## src/rtl/p4_router_ingress_arbiter.sv

```systemverilog
// -----------------------------------------------------------------------------
// p4_router_ingress_arbiter
//
// Packet-granular round-robin arbiter that merges NUM_PORTS ingress AXI-Stream
// sources onto the single P4 pipeline input stream. A grant is taken in IDLE
// (one bubble cycle per packet) and held for the whole packet, so the arbiter
// never re-arbitrates mid-packet. Packets longer than MAX_PKT_BEATS are cut:
// the last forwarded beat carries a forced tlast and the rest of the source
// packet is drained and discarded.
//
// Optional build macro: P4_ROUTER_INGRESS_ARB_PKT_CNT_EN
//   When defined, adds pkt_cnt: one 32-bit wrapping packet counter per port,
//   counting source packet completions (including truncated packets).
//
// Ports:
//   clk                     single clock
//   sreset                  synchronous active-high reset
//   port_en[N]              per-port grant enable (sampled at arbitration only)
//   in_tdata/tkeep/tlast/tvalid  packed sources, port i in slice i
//   in_tready[N]            per-source ready (only the granted port may be 1)
//   out_tdata/tkeep/tlast/tvalid, out_tready   stream to the pipeline
//   user_metadata_out       {zeros, 8'h00, ingress id[7:0]}, registered at grant
//   user_metadata_out_valid out_tvalid on the first beat of each packet
//   truncate_event          one-cycle pulse after a truncated beat
//   pkt_cnt[N*32]           (optional) per-port packet counters
// -----------------------------------------------------------------------------
module p4_router_ingress_arbiter #(
  parameter int NUM_PORTS           = 11,
  parameter int DATA_BYTES          = 8,
  parameter int USER_METADATA_WIDTH = 16,
  parameter int MAX_PKT_BEATS       = 1024
) (
  input  logic                              clk,
  input  logic                              sreset,
  input  logic [NUM_PORTS-1:0]              port_en,
  input  logic [NUM_PORTS*DATA_BYTES*8-1:0] in_tdata,
  input  logic [NUM_PORTS*DATA_BYTES-1:0]   in_tkeep,
  input  logic [NUM_PORTS-1:0]              in_tlast,
  input  logic [NUM_PORTS-1:0]              in_tvalid,
  output logic [NUM_PORTS-1:0]              in_tready,
  output logic [DATA_BYTES*8-1:0]           out_tdata,
  output logic [DATA_BYTES-1:0]             out_tkeep,
  output logic                              out_tlast,
  output logic                              out_tvalid,
  input  logic                              out_tready,
  output logic [USER_METADATA_WIDTH-1:0]    user_metadata_out,
  output logic                              user_metadata_out_valid,
  output logic                              truncate_event
`ifdef P4_ROUTER_INGRESS_ARB_PKT_CNT_EN
  ,
  output logic [NUM_PORTS*32-1:0]           pkt_cnt
`endif
);

  localparam int DW     = DATA_BYTES * 8;
  localparam int PTR_W  = $clog2(NUM_PORTS);
  localparam int BEAT_W = $clog2(MAX_PKT_BEATS);

  typedef enum logic [1:0] {
    IDLE = 2'd0,
    PASS = 2'd1,
    DROP = 2'd2
  } state_t;

  state_t                         state_q;
  logic [PTR_W-1:0]               rr_ptr_q;
  logic [PTR_W-1:0]               rr_ptr_d;
  logic [PTR_W-1:0]               grant_q;
  logic [BEAT_W-1:0]              beat_cnt_q;
  logic                           first_beat_q;
  logic                           trunc_q;
  logic [USER_METADATA_WIDTH-1:0] meta_q;

  // Unpacked views of the packed source buses.
  logic [DW-1:0]         tdata_arr [NUM_PORTS];
  logic [DATA_BYTES-1:0] tkeep_arr [NUM_PORTS];

  for (genvar gi = 0; gi < NUM_PORTS; gi++) begin : g_unpack
    assign tdata_arr[gi] = in_tdata[gi*DW +: DW];
    assign tkeep_arr[gi] = in_tkeep[gi*DATA_BYTES +: DATA_BYTES];
  end

  // Granted-source selection.
  logic          sel_valid;
  logic          sel_last;
  logic [DW-1:0] sel_data;
  logic [DATA_BYTES-1:0] sel_keep;

  assign sel_valid = in_tvalid[grant_q];
  assign sel_last  = in_tlast[grant_q];
  assign sel_data  = tdata_arr[grant_q];
  assign sel_keep  = tkeep_arr[grant_q];

  // Round-robin search: first requesting port at or above rr_ptr, with wrap.
  logic [NUM_PORTS-1:0] req;
  logic                 arb_found;
  logic [PTR_W-1:0]     arb_idx;
  logic [PTR_W:0]       cand;

  always_comb begin
    req       = in_tvalid & port_en;
    arb_found = 1'b0;
    arb_idx   = '0;
    cand      = '0;
    for (int k = 0; k < NUM_PORTS; k++) begin
      cand = {1'b0, rr_ptr_q} + (PTR_W+1)'(k);
      if (cand >= (PTR_W+1)'(NUM_PORTS)) begin
        cand = cand - (PTR_W+1)'(NUM_PORTS);
      end
      if (!arb_found && req[cand[PTR_W-1:0]]) begin
        arb_found = 1'b1;
        arb_idx   = cand[PTR_W-1:0];
      end
    end
  end

  // Next pointer after a packet from grant_q completes.
  assign rr_ptr_d = (grant_q == PTR_W'(NUM_PORTS-1)) ? '0 : grant_q + PTR_W'(1);

  logic trunc_beat;
  logic pass_hs;
  logic src_done;

  assign trunc_beat = (beat_cnt_q == BEAT_W'(MAX_PKT_BEATS-1));
  assign pass_hs    = (state_q == PASS) && sel_valid && out_tready;
  // Source-side packet completion: last beat accepted while forwarding or draining.
  assign src_done   = (pass_hs && sel_last) ||
                      ((state_q == DROP) && sel_valid && sel_last);

  // Zero-latency pass-through of the granted source; everything else is 0.
  always_comb begin
    in_tready  = '0;
    out_tdata  = '0;
    out_tkeep  = '0;
    out_tlast  = 1'b0;
    out_tvalid = 1'b0;
    case (state_q)
      PASS: begin
        out_tdata          = sel_data;
        out_tkeep          = sel_keep;
        out_tvalid         = sel_valid;
        // A runaway packet gets a forced tlast on its final permitted beat.
        out_tlast          = sel_last | trunc_beat;
        in_tready[grant_q] = out_tready;
      end
      DROP: begin
        in_tready[grant_q] = 1'b1;
      end
      default: ;
    endcase
  end

  assign user_metadata_out       = meta_q;
  assign user_metadata_out_valid = out_tvalid & first_beat_q;
  assign truncate_event          = trunc_q;

  always_ff @(posedge clk) begin
    if (sreset) begin
      state_q      <= IDLE;
      rr_ptr_q     <= '0;
      grant_q      <= '0;
      beat_cnt_q   <= '0;
      first_beat_q <= 1'b0;
      trunc_q      <= 1'b0;
      meta_q       <= '0;
    end else begin
      trunc_q <= 1'b0;
      case (state_q)
        IDLE: begin
          if (arb_found) begin
            grant_q      <= arb_idx;
            meta_q       <= USER_METADATA_WIDTH'(arb_idx);
            first_beat_q <= 1'b1;
            beat_cnt_q   <= '0;
            state_q      <= PASS;
          end
        end
        PASS: begin
          if (pass_hs) begin
            first_beat_q <= 1'b0;
            if (sel_last) begin
              beat_cnt_q <= '0;
              rr_ptr_q   <= rr_ptr_d;
              state_q    <= IDLE;
            end else if (trunc_beat) begin
              beat_cnt_q <= '0;
              trunc_q    <= 1'b1;
              state_q    <= DROP;
            end else begin
              beat_cnt_q <= beat_cnt_q + BEAT_W'(1);
            end
          end
        end
        DROP: begin
          if (sel_valid && sel_last) begin
            rr_ptr_q <= rr_ptr_d;
            state_q  <= IDLE;
          end
        end
        default: state_q <= IDLE;
      endcase
    end
  end

`ifdef P4_ROUTER_INGRESS_ARB_PKT_CNT_EN
  logic [31:0] pkt_cnt_q [NUM_PORTS];

  for (genvar gi = 0; gi < NUM_PORTS; gi++) begin : g_pkt_cnt
    always_ff @(posedge clk) begin
      if (sreset) begin
        pkt_cnt_q[gi] <= '0;
      end else if (src_done && (grant_q == PTR_W'(gi))) begin
        pkt_cnt_q[gi] <= pkt_cnt_q[gi] + 32'd1;
      end
    end
    assign pkt_cnt[gi*32 +: 32] = pkt_cnt_q[gi];
  end
`else
  // Completion strobe only feeds the optional counters.
  logic unused_src_done;
  assign unused_src_done = src_done;
`endif

endmodule

```

## config.mk

```make
export PLATFORM = sky130hd
export DESIGN_NAME = p4_router_ingress_arbiter
export DESIGN_NICKNAME = d
export VERILOG_FILES = /design/src/rtl/p4_router_ingress_arbiter.sv
export SDC_FILE = /design/constraint.sdc
export NUM_CORES = 1
export LEC_CHECK = 0
export CORE_AREA = 2 2 365 367
export DETAILED_ROUTE_END_ITERATION = 8
export DIE_AREA = 0 0 367 369
export DONT_BUFFER_PORTS = 1
export PLACE_DENSITY = 0.3
export SLEW_MARGIN = 20
export SYNTH_ARGS = -nofsm -noshare
export SYNTH_HDL_FRONTEND = slang
export SYNTH_SLANG_ARGS = --single-unit
```

## constraint.sdc

```tcl
create_clock -name clk -period 7.9 [get_ports clk]
set_clock_uncertainty 0.2 [all_clocks]
set_input_delay 0.395 -clock clk [delete_from_list [all_inputs] [get_ports clk]]
set_output_delay 0.395 -clock clk [all_outputs]
set_load 0.02 [all_outputs]
```

==> run metrics, run 1 <==
initial antenna violation count between 100 and 150; Yosys reg bits 22; H-tree levels 1; Crit Path Class reg -> reg; Worst-path clk slew ~70 ps; critical path startpoint rr_ptr_q[0]$_SDFFE_PP0P_; DR vias/cell between 4 and 5; top_reg_cell synth dfxtp_1; Synth Warn # 0; clk sink count 22; initial core utilization between 9 and 10%; largest net degree at the start of global routing ~110; clock buffer depth 2; Static Leakage 3.87 nW; final wirelength between 100000 and 150000 um; vias in the first global route 14059; # setup viols final 0; Worst Hold Path EP rr_ptr_q[1]$_SDFFE_PP0P_; share of layout cells above drive strength 1 between 10% and 20%; ys async rst share 0%; Min-Delay Path Class in -> reg; Total Routing Usage GR 18.1%; cells after synthesis 1637; setup tns final 0 ps; WL/cell around 40 um; Netlist Area Pre-Place approximately 13000 sq um; register area share after synthesis 3.49%; post-CTS setup buffer count 0; Pre-antenna DRT Iters 9; CTS tree done; total power 6.54 mW; Post-synth EDFFs 0; critical register-to-register path endpoint state_q[0]$_SDFFE_PP0P_; Hold Crit Depth 1; Slew Limit Fails 0; first-pass GRT wire length 161000 um; antenna-violating nets left 0; R2R depth 14; dominant cell type by area after synthesis mux4_2; Num CTS Buffers 3; min Tclk post-route between 5000 and 6000 ps; gpl congestion roughly 1.0; Register Area roughly 460 sq um; Slew headroom around 20%; Core Rows about 130; DP Wirelength 113000 um; fillers between 15000 and 20000; top cell type's share of synthesized area between 20% and 30%; RSZ-0062 raised after global routing no; maximum fanout along the worst path 38; synth unique cells 94; core area 131000 sq um; Top Ports about 930; Skew-Pair Late Insertion Delay approximately 270 ps; grt total ovfl 0; Critical Path Source Type flip-flop; reg2reg setup slack roughly 2000 ps; Hold Path Origin sreset; DR iter-0 viols 1711; Max Cap Viol 0; crit path DAT between 5000 and 6000 ps; worst r2r src rr_ptr_q[0]$_SDFFE_PP0P_; Peak Freq 0.169 GHz; status finished, final reports clean; PortBufs 0; Hold Violations, Final 0; Peak VDD IR between 0.00015 and 0.0002 V; root buffer cell clkbuf_16; Area Growth Syn to Fin 16.5%; mean post-synth cell area between 7 and 8 sq um; Critical Path Sink Type flip-flop; PD cells 444 nW/um^2; multi-input logic area 11400 sq um; crit share post-route ~75%; Worst EP required 7910 ps; DRC Markers 0; largest cells by area after synthesis mux4_2 (27%), o21ai_0 (8.0%), mux2i_1 (7.5%); die area roughly 140000 sq um; die width 367 um; via count around 15000; die height ~370 um; fin nets approximately 2400; slew at the pin closest to its max-slew limit 1190 ps
-- cell families (layout without fill, tap and decap cells) --
family / Yosys count / count (layout) / synth area share, %
XOR/XNOR: 28 / 28 / 2.00
other: 1 / 44 / 0.0297
adder cells (fa/ha/maj): 20 / 20 / 1.98
buffers and inverters: 203 / 71 / 6.92
AO/OA/AOI/OAI: 551 / 551 / 28.4
AND/OR/NAND/NOR: 560 / 560 / 21.9
flip-flops: 22 / 22 / 3.49
multiplexers: 252 / 252 / 35.3
-- final cells by class --
class | count | share of cell area, %
Inverter | 20 | 0.511
Clock buffer | 4 | 0.681
Antenna cell | 32 | 0.545
Timing Repair Buffer | 47 | 2.76
Sequential cell | 22 | 3.12
Tap cell | 1755 | 14.9
Multi-Input combinational cell | 1423 | 77.5
-- through the flow --
| step | area [sq um] | setup WS [ps] | util (%) | hold WS (ps) | cells |
|---|---|---|---|---|---|
| after floorplan | 12700 | 2520 | - | 244 | 1648 |
| after global routing | 14600 | 1660 | 11.2 | 0.834 | 3275 |
| final | 14700 | 1970 | 11.2 | 12.6 | 3303 |
| after global placement | 14500 | 2100 | 11.1 | 267 | 3266 |
| after detailed placement | 14500 | 2050 | 11.1 | 260 | 3266 |
| after CTS | 14600 | 2030 | 11.2 | 1.04 | 3271 |
-- synthesized netlist by cell type, types with 5 or more instances --
| cell type | number |
|---|---|
| a211o_1 | 12 |
| a211oi_1 | 23 |
| a21o_1 | 10 |
| a21oi_1 | 72 |
| a221oi_1 | 6 |
| a22oi_1 | 10 |
| a311oi_1 | 9 |
| a31oi_1 | 11 |
| a32oi_1 | 7 |
| and2_1 | 89 |
| and3_1 | 13 |
| buf_1 | 29 |
| buf_2 | 15 |
| buf_4 | 14 |
| buf_6 | 5 |
| clkbuf_1 | 118 |
| dfxtp_1 | 22 |
| ha_1 | 20 |
| inv_1 | 19 |
| mux2i_1 | 94 |
| mux4_2 | 153 |
| nand2_1 | 222 |
| nand2b_1 | 18 |
| nand3_1 | 28 |
| nand4_1 | 9 |
| nor2_1 | 79 |
| nor2b_1 | 16 |
| nor3_1 | 32 |
| nor3b_1 | 5 |
| o211ai_1 | 94 |
| o21a_1 | 8 |
| o21ai_0 | 202 |
| o21ai_1 | 8 |
| o22ai_1 | 9 |
| o311ai_0 | 5 |
| o31ai_1 | 7 |
| o32ai_1 | 6 |
| or2_2 | 8 |
| or3_1 | 7 |
| xnor2_1 | 25 |
-- worst max-delay path by stage --
stage / endpoint / slack (ps) / cells after the start
after global placement: state_q[0]$_SDFFE_PP0P_ / 2100 / 14
after floorplan: state_q[0]$_SDFFE_PP0P_ / 2520 / 19
final: state_q[0]$_SDFFE_PP0P_ / 1970 / 14
after CTS: state_q[0]$_SDFFE_PP0P_ / 2030 / 14
after global routing: state_q[0]$_SDFFE_PP0P_ / 1660 / 14
after detailed placement: state_q[0]$_SDFFE_PP0P_ / 2050 / 14
-- layout by cell type, fill, tap and decap left out, drive strengths merged, types with 32 or more instances in the layout --
| master | Yosys | routed |
|---|---|---|
| a21oi | 73 | 73 |
| and2 | 93 | 93 |
| buf | 63 | 46 |
| diode | 0 | 32 |
| mux2i | 94 | 94 |
| mux4 | 154 | 154 |
| nand2 | 223 | 223 |
| nor2 | 80 | 80 |
| nor3 | 32 | 32 |
| o211ai | 94 | 94 |
| o21ai | 210 | 210 |
-- state kept, by name, indices dropped and copies added (netlist names) --
name / cells
rr_ptr_q: 4
first_beat_q: 1
truncate_event: 1
beat_cnt_q: 10
user_metadata_out: 4
state_q: 2
-- routing by layer --
layer	wire length, um	vias up	GRT usage (%)
met3	15600	219	8.25
met1	51700	7567	22.4
li1	-	6108	-
met5	379	-	0
met4	1930	58	1.15
met2	60700	1036	29.9
-- repair_timing --
action,in CTS,in global routing
hold buffers,1,0
hold endpoints to repair,17,0
gates resized for setup,0,0
-- critical path, stage by stage, from the launching register on --
cell      delay (ps)
dfxtp_2          780
inv_1            140
ha_2             860
nand2b_1         540
nor2_1           260
nor2_1            80
a32oi_1          280
a211oi_1         160
or4_4            640
or4_4            570
nand2b_4         200
or4b_4           610
and2_4           190
a211oi_2         210
a41o_1           110
-- power by group --
| part | switching (mW) | total (mW) | internal (mW) |
|---|---|---|---|
| Combinational | 4.04 | 6.10 | 2.06 |
| Sequential | 0.158 | 0.298 | 0.140 |
| Clock | 0.0505 | 0.139 | 0.0882 |
Note: power is estimated with default switching activity, not from simulation.
==> run 2: changes to the inputs <==
==> constraint.sdc (replaced) <==
create_clock -name clk -period 4.81 [get_ports clk]
set_clock_uncertainty 0.2 [all_clocks]
set_input_delay 0.2405 -clock clk [delete_from_list [all_inputs] [get_ports clk]]
set_output_delay 0.2405 -clock clk [all_outputs]
set_load 0.02 [all_outputs]
==> run 2 against run 1 <==
Effect of this change: clock-buffer cell count unchanged; cell area is 12% higher; via count is 4.9% higher; first-iteration DRC count increased by 4.7%; worst hold slack better by 5.3 ps; largest cell class unchanged; global-route usage grew 0.62 points; total power increased by 98%; die area is the same; critical path type unchanged; largest power group unchanged; sequential share of layout area shrank 0.31 points; routed wire length rose by 3.5%; final cell count is 6.1% higher.
==> run metrics, run 2 (synthesized netlist as in run 1, its figures left out) <==
status finished, final reports clean; Critical Path Sink Type flip-flop; die height 369 um (unchanged); grt total ovfl 0 (unchanged); crit path DAT 4660 ps (-1280 ps); critical path buffer and inverter count 2 (+1); CP dominant cell by count or4_4; worst r2r src rr_ptr_q[1]$_SDFFE_PP0P_; fin nets 2563 (+8.4%); Pre-antenna DRT Iters 5 (-4); maximum fanout along the worst path 11 (-71%); CTS tree done; Hold Violations, Final 0 (unchanged); Num CTS Buffers 3 (unchanged); first-pass GRT wire length 167000 um (+3.3%); clk sink count 22 (unchanged); Inst Count DP 3460 (+5.9%); Top Ports 931 (unchanged); vias in the first global route 14898 (+6.0%); total power 12.9 mW (+98%); Max Cap Viol 0 (unchanged); H-tree levels 1 (unchanged); via count 15716 (+4.9%); DRC Markers 0 (unchanged); Peak Freq 0.216 GHz (+28%); Hold Path Origin sreset; commonest non-fill, non-tap cells in the layout buf_4 (227), nand2_1 (221), o21ai_0 (198); crit share post-route 96.4% (+21 points); reg2reg setup slack 170 ps (-1800 ps); largest net degree at the start of global routing 87 (-20%); critical register-to-register path endpoint state_q[0]$_SDFFE_PP0P_; CP delay by family, top simple AND/OR/NAND/NOR gates; PD cells 785 nW/um^2 (+77%); Top reg by flops beat_cnt_q; commonest non-fill, non-tap cell in the layout buf_4; fin util 12.6% (+1.4 points); multi-input logic area 11500 sq um (+1.2%); cell chain of the critical path inv_1 > ha_2 > mux4_2 > o2111ai_2 > a21oi_2 > or2_1 > or4_4 > or4_4 > nand2b_4 > or4b_4 > buf_4 > and2_4 > a211oi_2 > a41o_1; root buffer cell clkbuf_16; max incr delay on CP 560 ps (-300 ps); die width 367 um (unchanged); DR iter-0 viols 1791 (+4.7%); max reg flops 10 (unchanged); Core Rows 133 (unchanged); antenna-violating nets left 0 (unchanged); initial core utilization 9.63% (unchanged); min Tclk post-route 4640 ps (-1290 ps); core area 131000 sq um (unchanged); Hold Crit Depth 2 (+1); clock buffer depth 2 (unchanged); Area Growth Syn to Fin 30.5%; Worst Hold Path EP state_q[0]$_SDFFE_PP0P_; WL/cell 38.5 um (-2.4%); # setup viols final 0 (unchanged); PortBufs 0 (unchanged); Crit Path Class reg -> reg; DP Wirelength 119000 um (+5.5%); share of layout cells above drive strength 1 27.2% (+11 points); post-route cell area 16500 sq um (+12%); Skew-Pair Late Insertion Delay 290 ps (+20 ps); Slew headroom 13.3% (-6.6 points); slowest CP cell or4_4; final wirelength 135000 um (+3.5%); Critical Path Source Type flip-flop; DR vias/cell 4.49 (-1.1%); setup tns final 0 ps (unchanged); gpl congestion 0.968 (-4.4%); Worst EP required 4830 ps (-3080 ps); Worst-path clk slew 80 ps (about the same); fillers 15261 (-0.73%); R2R depth 14 (unchanged); initial antenna violation count 132 (-8.3%); Total Routing Usage GR 18.7% (+0.62 points); die area 135000 sq um (unchanged); Peak VDD IR 0.000257 V (+64%); Static Leakage 4.88 nW (+26%); Min-Delay Path Class in -> reg; Finished Layout Cells 3503 (+6.1%); placed cell area 16200 sq um (+11%); Register Area 463 sq um (+0.82%); Slew Limit Fails 0 (unchanged); slew at the pin closest to its max-slew limit 1290 ps (+97.9 ps)
==> run 2: changes by cell type in the layout (fill, tap and decap cells not counted), sizes merged <==
| cell | change |
|---|---|
| dlygate4sd3 | +1 |
| diode | +2 |
| buf | +197 |
==> run 2: where the power goes <==
group          switching [mW]  leakage, nW  internal (mW)
Clock                   0.102       0.0495          0.146
Sequential              0.230        0.183          0.231
Combinational            7.29         4.65           4.94
Total                    7.62         4.88           5.31
==> run 2: per-layer routing <==
metal | vias up | wire, um | track usage [%]
met3 | 206 | 12800 | 5.98
met4 | 58 | 3570 | 3.28
met1 | 7867 | 55200 | 23.8
met5 | - | 400 | 0.997
met2 | 1079 | 63000 | 31.1
li1 | 6506 | - | -
==> run 2: area by class of cell <==
| cell class | count | area share [%] |
|---|---|---|
| Multi-Input combinational cell | 1423 | 69.9 |
| Sequential cell | 22 | 2.81 |
| Clock buffer | 4 | 0.607 |
| Timing Repair Buffer | 245 | 12.4 |
| Inverter | 20 | 0.456 |
| Tap cell | 1755 | 13.3 |
| Antenna cell | 34 | 0.516 |
==> run 2: how the worst max path moves through the flow <==
| stage | startpoint | depth (start not counted) | slack, ps | to |
|---|---|---|---|---|
| 6_report | rr_ptr_q[1]$_SDFFE_PP0P_ | 14 | 170 | state_q[0]$_SDFFE_PP0P_ |
| 5_1_grt | rr_ptr_q[2]$_SDFFE_PP0P_ | 16 | -40 | first_beat_q$_SDFFE_PP0P_ |
| 4_1_cts | rr_ptr_q[1]$_SDFFE_PP0P_ | 18 | 10 | user_metadata_out[3]$_SDFFE_PP0P_ |
| 3_5_place_dp | rr_ptr_q[2]$_SDFFE_PP0P_ | 18 | 0.2 | user_metadata_out[3]$_SDFFE_PP0P_ |
| 3_3_place_gp | rr_ptr_q[2]$_SDFFE_PP0P_ | 18 | -70 | user_metadata_out[3]$_SDFFE_PP0P_ |
| 2_1_floorplan | rr_ptr_q[0]$_SDFFE_PP0P_ | 18 | 8 | state_q[0]$_SDFFE_PP0P_ |
==> run 2: repair_timing <==
action	4_1_cts	5_1_grt
buffers inserted	0	2
hold buffers	2	0
setup endpoints to repair	3	17
gates resized for setup	1	19
hold endpoints to repair	21	0
pin swaps	0	6
==> run 2: through the flow <==
stage	setup slack (ps)	hold WS [ps]
after detailed placement	0.168	112
after CTS	10.8	10.3
after global placement	-72.1	115
final	172	18.0
after global routing	-37.3	10.9
after floorplan	7.85	171
